===== src/rtl/avalon_bcd_display_writer_pkg.sv =====
// Shared types and constants for the BCD display writer.
// SKIP_UNCHANGED_EN (in the top level) enables skipping of unchanged digits.
package avalon_bcd_display_pkg;

    localparam int          NUM_DIGITS_DEF = 6;
    localparam int          BIN_W_DEF      = 20;
    localparam int unsigned MAX_VALUE      = 999999;

    typedef logic [3:0] bcd_digit_t;

    typedef enum logic [1:0] {
        ST_IDLE,
        ST_CONVERT,
        ST_WRITE
    } state_e;

    // Lowest set bit of mask at or above position 'from'; bit 3 of the result flags a hit.
    function automatic logic [3:0] first_set(input logic [7:0] mask, input logic [2:0] from);
        logic [3:0] res;
        res = 4'b0000;
        for (int i = 7; i >= 0; i--) begin
            if (mask[i] && (i >= int'(from))) begin
                res = {1'b1, 3'(i)};
            end
        end
        return res;
    endfunction

endpackage


===== src/rtl/avalon_bcd_display_writer_if.sv =====
// Upstream valid/ready value port plus Avalon-MM write master toward the display slave.
interface avalon_bcd_display_writer_if
    import avalon_bcd_display_pkg::*;
#(
    parameter int BIN_W = BIN_W_DEF
);
    logic [BIN_W-1:0] value_i;
    logic             valid_i;
    logic             ready_o;
    logic             overflow_o;
    logic [2:0]       avm_address_o;
    logic [3:0]       avm_byteenable_o;
    logic             avm_write_o;
    logic [31:0]      avm_writedata_o;
    logic             avm_waitrequest_i;

    modport master (
        input  value_i, valid_i, avm_waitrequest_i,
        output ready_o, overflow_o, avm_address_o, avm_byteenable_o,
               avm_write_o, avm_writedata_o
    );

    modport slave (
        output value_i, valid_i, avm_waitrequest_i,
        input  ready_o, overflow_o, avm_address_o, avm_byteenable_o,
               avm_write_o, avm_writedata_o
    );
endinterface


===== src/rtl/avalon_bcd_display_writer_bin2bcd_iter.sv =====
// Iterative double-dabble: one adjust-and-shift step per cycle for BIN_W cycles.
// bcd_o is the accumulator value after the current step; it is final while done_o is high.
module bin2bcd_iter #(
    parameter int BIN_W      = 20,
    parameter int NUM_DIGITS = 6
) (
    input  logic                    clk,
    input  logic                    rst,
    input  logic                    start_i,
    input  logic [BIN_W-1:0]        bin_i,
    output logic                    busy_o,
    output logic                    done_o,
    output logic [4*NUM_DIGITS-1:0] bcd_o
);
    localparam int BCD_W = 4 * NUM_DIGITS;
    localparam int CNT_W = $clog2(BIN_W + 1);

    logic [BIN_W-1:0] shift_q, shift_d;
    logic [BCD_W-1:0] acc_q, acc_d, acc_adj;
    logic [CNT_W-1:0] cnt_q, cnt_d;
    logic             busy_q, busy_d;

    generate
        for (genvar gi = 0; gi < NUM_DIGITS; gi++) begin : g_adj
            assign acc_adj[gi*4 +: 4] = (acc_q[gi*4 +: 4] >= 4'd5) ? acc_q[gi*4 +: 4] + 4'd3
                                                                   : acc_q[gi*4 +: 4];
        end
    endgenerate

    assign bcd_o  = {acc_adj[BCD_W-2:0], shift_q[BIN_W-1]};
    assign done_o = (cnt_q == CNT_W'(BIN_W - 1));
    assign busy_o = busy_q;

    always_comb begin
        shift_d = shift_q;
        acc_d   = acc_q;
        cnt_d   = cnt_q;
        busy_d  = busy_q;
        if (start_i) begin
            shift_d = bin_i;
            acc_d   = '0;
            cnt_d   = '0;
            busy_d  = 1'b1;
        end else if (busy_q) begin
            shift_d = shift_q << 1;
            acc_d   = bcd_o;
            cnt_d   = cnt_q + 1'b1;
            if (done_o) begin
                busy_d = 1'b0;
            end
        end
    end

    always_ff @(posedge clk or posedge rst) begin
        if (rst) begin
            shift_q <= '0;
            acc_q   <= '0;
            cnt_q   <= '0;
            busy_q  <= 1'b0;
        end else begin
            shift_q <= shift_d;
            acc_q   <= acc_d;
            cnt_q   <= cnt_d;
            busy_q  <= busy_d;
        end
    end
endmodule


===== src/rtl/avalon_bcd_display_writer.sv =====
// Accepts a binary value, converts it to BCD and writes each digit to the display slave.
// Define SKIP_UNCHANGED_EN to skip digits that match the last successfully written ones.
module avalon_bcd_display_writer
    import avalon_bcd_display_pkg::*;
#(
    parameter int         NUM_DIGITS    = NUM_DIGITS_DEF,
    parameter int         BIN_W         = BIN_W_DEF,
    parameter logic [3:0] WR_BYTEENABLE = 4'hF
) (
    input  logic                       clk,
    input  logic                       rst,
    avalon_bcd_display_writer_if.master bus_io
);
    localparam int BCD_W = 4 * NUM_DIGITS;

    state_e           state_q, state_d;
    logic [2:0]       idx_q, idx_d;
    logic             ovf_q, ovf_d;
    logic [BCD_W-1:0] bcd_q;

    logic             conv_start, conv_busy, conv_done, conv_fin;
    logic [BCD_W-1:0] conv_bcd;
    logic             over;
    logic [BIN_W-1:0] sat_value;
    logic [7:0]       write_mask;
    logic [2:0]       search_from;
    logic [3:0]       nxt;
    logic             wr_done;
    bcd_digit_t       cur_digit;

    assign over       = 32'(bus_io.value_i) > MAX_VALUE;
    assign sat_value  = over ? BIN_W'(MAX_VALUE) : bus_io.value_i;
    assign conv_start = (state_q == ST_IDLE) && bus_io.valid_i;
    assign conv_fin   = conv_busy && conv_done;
    assign wr_done    = (state_q == ST_WRITE) && !bus_io.avm_waitrequest_i;
    assign cur_digit  = bcd_q[{idx_q, 2'b00} +: 4];

    bin2bcd_iter #(
        .BIN_W      (BIN_W),
        .NUM_DIGITS (NUM_DIGITS)
    ) u_conv (
        .clk     (clk),
        .rst     (rst),
        .start_i (conv_start),
        .bin_i   (sat_value),
        .busy_o  (conv_busy),
        .done_o  (conv_done),
        .bcd_o   (conv_bcd)
    );

`ifdef SKIP_UNCHANGED_EN
    logic [BCD_W-1:0] shadow_q;
    logic             shadow_valid_q;
    logic [BCD_W-1:0] cmp_bcd;

    // On the final conversion step the fresh result is still combinational.
    assign cmp_bcd = conv_busy ? conv_bcd : bcd_q;

    always_ff @(posedge clk or posedge rst) begin
        if (rst) begin
            shadow_q       <= '0;
            shadow_valid_q <= 1'b0;
        end else if (wr_done) begin
            shadow_q[{idx_q, 2'b00} +: 4] <= cur_digit;
            if (!nxt[3]) begin
                shadow_valid_q <= 1'b1;
            end
        end
    end
`endif

    generate
        for (genvar gi = 0; gi < 8; gi++) begin : g_mask
            if (gi < NUM_DIGITS) begin : g_digit
`ifdef SKIP_UNCHANGED_EN
                assign write_mask[gi] = !shadow_valid_q ||
                                        (cmp_bcd[gi*4 +: 4] != shadow_q[gi*4 +: 4]);
`else
                assign write_mask[gi] = 1'b1;
`endif
            end else begin : g_pad
                assign write_mask[gi] = 1'b0;
            end
        end
    endgenerate

    assign search_from = (state_q == ST_WRITE) ? idx_q + 3'd1 : 3'd0;
    assign nxt         = first_set(write_mask, search_from);

    always_comb begin
        state_d = state_q;
        idx_d   = idx_q;
        ovf_d   = ovf_q;
        case (state_q)
            ST_IDLE: begin
                if (bus_io.valid_i) begin
                    ovf_d   = over;
                    state_d = ST_CONVERT;
                end
            end
            ST_CONVERT: begin
                if (conv_fin) begin
                    if (nxt[3]) begin
                        state_d = ST_WRITE;
                        idx_d   = nxt[2:0];
                    end else begin
                        state_d = ST_IDLE;
                        idx_d   = 3'd0;
                    end
                end
            end
            ST_WRITE: begin
                if (wr_done) begin
                    if (nxt[3]) begin
                        idx_d = nxt[2:0];
                    end else begin
                        state_d = ST_IDLE;
                        idx_d   = 3'd0;
                    end
                end
            end
            default: begin
                state_d = ST_IDLE;
                idx_d   = 3'd0;
            end
        endcase
    end

    always_ff @(posedge clk or posedge rst) begin
        if (rst) begin
            state_q <= ST_IDLE;
            idx_q   <= 3'd0;
            ovf_q   <= 1'b0;
            bcd_q   <= '0;
        end else begin
            state_q <= state_d;
            idx_q   <= idx_d;
            ovf_q   <= ovf_d;
            if (conv_fin) begin
                bcd_q <= conv_bcd;
            end
        end
    end

    // All outputs decode registered state only, so waitrequest/valid never reach them.
    assign bus_io.ready_o          = (state_q == ST_IDLE);
    assign bus_io.overflow_o       = ovf_q;
    assign bus_io.avm_write_o      = (state_q == ST_WRITE);
    assign bus_io.avm_address_o    = idx_q;
    assign bus_io.avm_byteenable_o = (state_q == ST_WRITE) ? WR_BYTEENABLE : 4'h0;
    assign bus_io.avm_writedata_o  = (state_q == ST_WRITE) ? {28'b0, cur_digit} : 32'b0;
endmodule


===== src/flat_wrapper.sv =====
// flat-port wrapper written by rule: the top's interface ports become plain ports
module avalon_bcd_display_writer_flat import avalon_bcd_display_pkg::*;
#(
    parameter int         NUM_DIGITS    = NUM_DIGITS_DEF,
    parameter int         BIN_W         = BIN_W_DEF,
    parameter logic [3:0] WR_BYTEENABLE = 4'hF
)
  (clk, rst, bus_io_value_i, bus_io_valid_i, bus_io_avm_waitrequest_i, bus_io_ready_o, bus_io_overflow_o, bus_io_avm_address_o, bus_io_avm_byteenable_o, bus_io_avm_write_o, bus_io_avm_writedata_o);
  avalon_bcd_display_writer_if #(.BIN_W(BIN_W)) bus_io_i ();
  input  logic clk;
  input  logic rst;
  input wire logic [$bits(bus_io_i.value_i)-1:0] bus_io_value_i;
  input wire logic [$bits(bus_io_i.valid_i)-1:0] bus_io_valid_i;
  input wire logic [$bits(bus_io_i.avm_waitrequest_i)-1:0] bus_io_avm_waitrequest_i;
  output wire logic [$bits(bus_io_i.ready_o)-1:0] bus_io_ready_o;
  output wire logic [$bits(bus_io_i.overflow_o)-1:0] bus_io_overflow_o;
  output wire logic [$bits(bus_io_i.avm_address_o)-1:0] bus_io_avm_address_o;
  output wire logic [$bits(bus_io_i.avm_byteenable_o)-1:0] bus_io_avm_byteenable_o;
  output wire logic [$bits(bus_io_i.avm_write_o)-1:0] bus_io_avm_write_o;
  output wire logic [$bits(bus_io_i.avm_writedata_o)-1:0] bus_io_avm_writedata_o;
  assign bus_io_i.value_i = bus_io_value_i;
  assign bus_io_i.valid_i = bus_io_valid_i;
  assign bus_io_i.avm_waitrequest_i = bus_io_avm_waitrequest_i;
  assign bus_io_ready_o = bus_io_i.ready_o;
  assign bus_io_overflow_o = bus_io_i.overflow_o;
  assign bus_io_avm_address_o = bus_io_i.avm_address_o;
  assign bus_io_avm_byteenable_o = bus_io_i.avm_byteenable_o;
  assign bus_io_avm_write_o = bus_io_i.avm_write_o;
  assign bus_io_avm_writedata_o = bus_io_i.avm_writedata_o;
  avalon_bcd_display_writer #(.NUM_DIGITS(NUM_DIGITS), .BIN_W(BIN_W), .WR_BYTEENABLE(WR_BYTEENABLE)) u_core (.clk(clk), .rst(rst), .bus_io(bus_io_i));
endmodule

===== config.mk =====
export PLATFORM = sky130hd
export DESIGN_NAME = avalon_bcd_display_writer_flat
export DESIGN_NICKNAME = d
export VERILOG_FILES = /design/src/rtl/avalon_bcd_display_writer_pkg.sv /design/src/rtl/avalon_bcd_display_writer_if.sv /design/src/rtl/avalon_bcd_display_writer_bin2bcd_iter.sv /design/src/rtl/avalon_bcd_display_writer.sv /design/src/flat_wrapper.sv
export SDC_FILE = /design/constraint.sdc
export NUM_CORES = 1
export LEC_CHECK = 0
export BUFFER_PORTS_ARGS = -buffer_cell sky130_fd_sc_hd__buf_2
export CAP_MARGIN = 10
export CORE_ASPECT_RATIO = 1.25
export CORE_MARGIN = 1.5
export CORE_UTILIZATION = 50
export CTS_CLUSTER_DIAMETER = 100
export CTS_CLUSTER_SIZE = 28
export DETAILED_ROUTE_END_ITERATION = 10
export PLACE_DENSITY = 0.67
export SYNTH_ARGS = -nofsm -noshare
export SYNTH_HDL_FRONTEND = slang
export SYNTH_SLANG_ARGS = --single-unit

===== constraint.sdc =====
create_clock -name clk -period 3.2 [get_ports clk]
set_clock_uncertainty 0.2 [all_clocks]
set_input_delay 0.64 -clock clk [delete_from_list [all_inputs] [get_ports clk]]
set_output_delay 0.64 -clock clk [all_outputs]
set_load 0.1 [all_outputs]

### Word-level counts from Yosys, hierarchy flattened

Index checks and enable logic that the tools add are counted.

* logic and storage cells: 82
* output and inout port bits: 42
* register bits: 80
* bits of input ports: 24

* bitwise operators: 1
* reductions and logical operators: 9
* order comparisons: 13
* equality and inequality tests: 7
* shift operators: 1
* multiplexer cells: 35
* add/sub/neg operators: 8

Operator list (count)
* $mux W20: 3
* $mux W4: 13
* $mux W24: 2
* $ge A4 B3 Y1 const B: 6
* $shiftx A24 B6 Y4: 1
* $add A4 B2 Y4 const B: 5
* $gt A20 B20 Y1 const B: 1
* $mux W3: 5
* $mux W2: 5
* $mux W5: 2
* $pmux W3 S3: 1
* $ge A1 B3 Y1 const A: 2
* $ge A2 B3 Y1 const A: 2
* $ge A3 B3 Y1 const A: 2
* $pmux W2 S3: 1
* $add A5 B1 Y5 const B: 1
* $eq A5 B5 Y1 const B: 1
* $ne A2 B1 Y1 const B: 2
* $ne A2 B2 Y1 const B: 2
* $reduce_and A4 Y1: 1
* $add A3 B1 Y3 const B: 1
* $add A3 B2 Y3 const B: 1
* $logic_and A1 B1 Y1: 3
* $mux W1: 3
* other kinds (8): 8

### Longest topological paths before layout

* word-level depth: 12
* mapped depth: 7
* gate-level depth less buffers: 6

### Hierarchy

From an unflattened synthesis, not the netlist that was laid out.

* cell total of the unflattened synthesis: 484
* area, all modules: 4767.1 um^2

Modules (own cells, without submodules)
* bin2bcd_iter: sequential area each 1251.2 um^2, instances 1, cells each 311, area each 2892.8 um^2
* avalon_bcd_display_writer: sequential area each 750.7 um^2, instances 1, cells each 173, area each 1874.3 um^2

### Least setup slack after synthesis

Ideal clock, no wire load.

* path type: reg2out
* start point: register u_core.idx_q[0] (netlist: u_core.bus_io.avm_address_o[0])
* end point: output port bus_io_avm_writedata_o[0]
* required time: 2360 ps
* buffers on the path: 1
* path slack: -86 ps
* stages on the path, launching flop included: 6
* arrival: 2446 ps
* cell sequence: dfrtp_1 > buf_2 > mux4_2 > nand2_1 > o21ai_0 > and2_1

* cells in the longest elaborated chain, start to end: 2

Ends and longest elaborated chain
* start, declared: RTL line avalon_bcd_display_writer.sv:17 `logic [2:0] idx_q, idx_d;`
* start signal, assigned: RTL line avalon_bcd_display_writer.sv:137 `idx_q <= idx_d;`
* $shiftx A24 B6 Y4: RTL line avalon_bcd_display_writer.sv:36 `assign cur_digit = bcd_q[{idx_q, 2'b00} +: 4];`
* $mux W4: RTL line avalon_bcd_display_writer.sv:151 `assign bus_io.avm_writedata_o = (state_q == ST_WRITE) ? {28'b0, cur_digit} : 32'b0;`
* end, declared: RTL line flat_wrapper.sv:20 `output wire logic [$bits(bus_io_i.avm_writedata_o)-1:0] bus_io_avm_writedata_o;`

No other way between the ends.

### Worst setup path in the final report

* start point: register u_core.idx_q[0] (netlist: u_core.bus_io.avm_address_o[0])
* end point: output port bus_io_avm_writedata_o[3]

The elaborated chain is that of the path after synthesis.

==> results.md <==
* Status: complete, no violations
* DR WL/cell at about 14 µm
* Max rail drop VDD at 0.4062 mV
* Worst-path clk slew at 0.08 ns
* Rel. slew slack at about half
* Crit Path Max Fanout at 12
* DRT Pass-1 Iters at 6
* Buffer count from post-CTS setup fixing at 0
* Overflow after GRT at 0
* TritonCTS buffer count at 9
* Fmax at 0.3494 GHz
* Detail Route met2 WL at between 4000 and 5000 µm
* Antenna diode count at 0
* CTS tree: done
* Area leader, netlist: dfrtp_1
* Site Rows at 38
* Most used DFF post-synth: dfrtp_1
* Area grow syn2layout at 9.163%
* Detailed Route WL at 9074 µm
* DR top layer: met4
* Residual DRC at 0
* Initial antenna violation count at 0
* Cell Pwr Density at around 820 mW/mm²
* Mapped cell area at about 0.0044 mm²
* Synth top area share at 45.39%
* Via density at 5.309
* Final Cycle Share at 89.44%
* R2r startpoint: u_core.state_q[0]$_DFFE_PP0P_
* Clk_lat worst skew at around 0.35 ns
* Max-Cap Viols at 0
* DR vias at between 3000 and 4000
* Mean Syn Cell Area at 9.189 µm²
* Final setup violation count at 0
* DIE AREA at 0.009397 mm²
* Design area at 0.004815 mm²
* Pins over their slew limit at 0
* Cts repair resizes at 0
* Nets at 550
* Unrepaired setup endpoints after global routing: no
* Critical Path RT at between 2 and 2.5 ns
* Num Clock Sinks at 80
* Post-synth EDFFs at 0
* Worst Hold Class: in -> async
* FF-to-FF path depth at 6
* WL met3 at roughly 340 µm
* Die H at 108.0 µm
* Ys Warns at 0
* First-pass GRT wire length at 15320 µm
* Largest net degree at the start of global routing at 81
* Clock buffer depth at 2
* Sum Neg Setup Slack at 0 ns
* CORE AREA at around 0.0086 mm²
* Final min period at 2.862 ns
* DP HPWL at ~6500 µm
* Post-synth ARST share at 100.0%
* Die width at 87.01 µm
* R2R Path End: u_core.u_conv.shift_q[9]$_DFFE_PP0P_
* # hold bufs at CTS at 0
* RePlAce Congestion at 0.7915
* M1 wire length at 4092 µm
* Initial DRC Count at 205
* H-tree Lvls at 3
* Vias in the first global route at 3136
* Setup crit end kind: output port
* Crit path kind: reg -> out
* Post-route ant nets at 0
* Worst-Margin Slew at 0.7413 ns
* Area after DPL at around 0.0046 mm²
* #FFs+latches synth at 80
* Synth cell types at 36
* Share of layout cells above drive strength 1 at between 10% and 20%
* R2R Setup Slk at 0.96 ns
* Initial core utilization at 51.25%
* Syn Inst Count at 480
* Global Route Usage Sum at 20.97%
* Leakage at 2.205 nW
* Final-report hold violation count at 0
* Critical path data arrival time at between 2 and 2.5 ns
* Top cells by area, synth: dfrtp_1 (45%), o21ai_0 (6.1%), nand2_1 (5.8%), buf_4 (5.4%), a21oi_1 (5.2%)
* Critical path startpoint category: flip-flop
* Port bufs at 37
* I/O pins at 66
* Clock Root Buffer: clkbuf_8
* Sequential-to-total area share from yosys stat at 45.39%
==> worst max path at each step <==
| stage | slack (ns) | end | cells past startpoint | startpoint |
|---|---|---|---|---|
| 5_1_grt | 0.21 | bus_io_avm_writedata_o[1] | 5 | u_core.bus_io.avm_address_o[0]$_DFFE_PP0P_ |
| 6_report | 0.34 | bus_io_avm_writedata_o[3] | 5 | u_core.bus_io.avm_address_o[0]$_DFFE_PP0P_ |
| 4_1_cts | 0.31 | bus_io_avm_writedata_o[3] | 5 | u_core.bus_io.avm_address_o[0]$_DFFE_PP0P_ |
| 3_3_place_gp | 0.75 | bus_io_avm_writedata_o[0] | 5 | u_core.bus_io.avm_address_o[0]$_DFFE_PP0P_ |
| 2_1_floorplan | 0.07 | bus_io_avm_writedata_o[0] | 3 | u_core.state_q[0]$_DFFE_PP0P_ |
| 3_5_place_dp | 0.70 | bus_io_avm_writedata_o[3] | 5 | u_core.bus_io.avm_address_o[0]$_DFFE_PP0P_ |
==> critical path: stages (launching register included) <==
cell     delay (ns)
dfrtp_2        0.55
mux4_2         0.54
nand2_1        0.07
o21ai_0        0.07
and2_1         0.15
buf_2          0.28
==> metrics by stage <==
stage	total power, mW	hold slack, ns	setup slack, ns	util (%)	cells
after floorplan	2.801	0.2411	0.07084	-	507
after CTS	3.981	0.1799	0.3058	55.95	634
after global placement	3.073	0.2668	0.7488	53.37	618
after detailed placement	3.148	0.2646	0.7025	53.37	618
final	3.955	0.1820	0.3378	55.95	634
after global routing	4.249	0.2016	0.2055	55.95	634
==> cell type report <==
cell class              count  area, µm²
inverters                  21      80.08
multi-input cells         353       2110
well taps                 120      150.1
repair buffers             44      250.2
fillers                   799       3791
clock buffers              11      141.4
clock inverters             5      80.08
flip-flops and latches     80       2003
==> layout by cell type (no fill, tap or decap), types with 2 or more instances in the layout <==
cell	n
bufinv_16	2
mux4_2	4
nor2_1	23
dfrtp_1	79
inv_1	20
clkinvlp_4	2
nand2b_1	8
ha_1	17
and2_1	5
o21ai_1	9
xor2_1	4
conb_1	28
nand2_1	68
nand3_1	10
xnor2_1	7
buf_4	6
o21a_1	2
buf_2	37
nand4_1	3
mux2_2	8
clkbuf_8	10
a31oi_1	3
o22ai_1	13
a31o_2	2
mux2i_1	12
clkinv_2	2
a21oi_1	46
nor3b_1	12
o21ai_0	54
a211oi_1	7
==> cells in the mapped netlist, types with 4 or more instances <==
cell type   n
mux4_2      4
nand2_1    68
ha_1       17
nor3b_1    12
inv_1      21
nor2_1     23
nand2b_1    8
o21ai_1     9
xnor2_1     7
mux2_2      8
o21ai_0    54
mux2i_1    12
buf_4      32
clkbuf_1   16
dfrtp_1    80
a21oi_1    46
and2_1      5
o22ai_1    13
xor2_1      4
nand3_1    10
a211oi_1    7
==> cell families (layout without fill, tap and decap cells) <==
family | Yosys count | count (layout) | share of synthesized area, %
buffers and inverters | 74 | 81 | 9.078
muxes | 24 | 24 | 6.809
adders and majority gates | 17 | 17 | 4.823
AOI/OAI and AO/OA | 140 | 140 | 17.39
DFF | 80 | 80 | 45.39
xor gates and xnor gates | 11 | 11 | 2.184
other | 1 | 28 | 0.08502
and+or+nand+nor | 133 | 133 | 14.24
==> routing by layer <==
layer	vias up	track usage, %
met5	-	0
met4	0	7.604
met3	14	4.580
met2	89	33.50
met1	1597	28.06
li1	1666	-
==> state kept, by name, summed over array words and instances (netlist names) <==
name	cells
u_core.state_q	2
u_core.u_conv.shift_q	20
u_core.bus_io.overflow_o	1
u_core.u_conv.cnt_q	5
u_core.bus_io.avm_address_o	3
u_core.u_conv.busy_o	1
u_core.u_conv.acc_q	24
u_core.bcd_q	24
==> report_power, final <==
part | switching [mW] | internal [mW]
clock network | 0.361 | 0.460
logic | 0.971 | 0.581
registers | 0.257 | 1.32
total | 1.59 | 2.37
(Power assumes the default switching activity.)
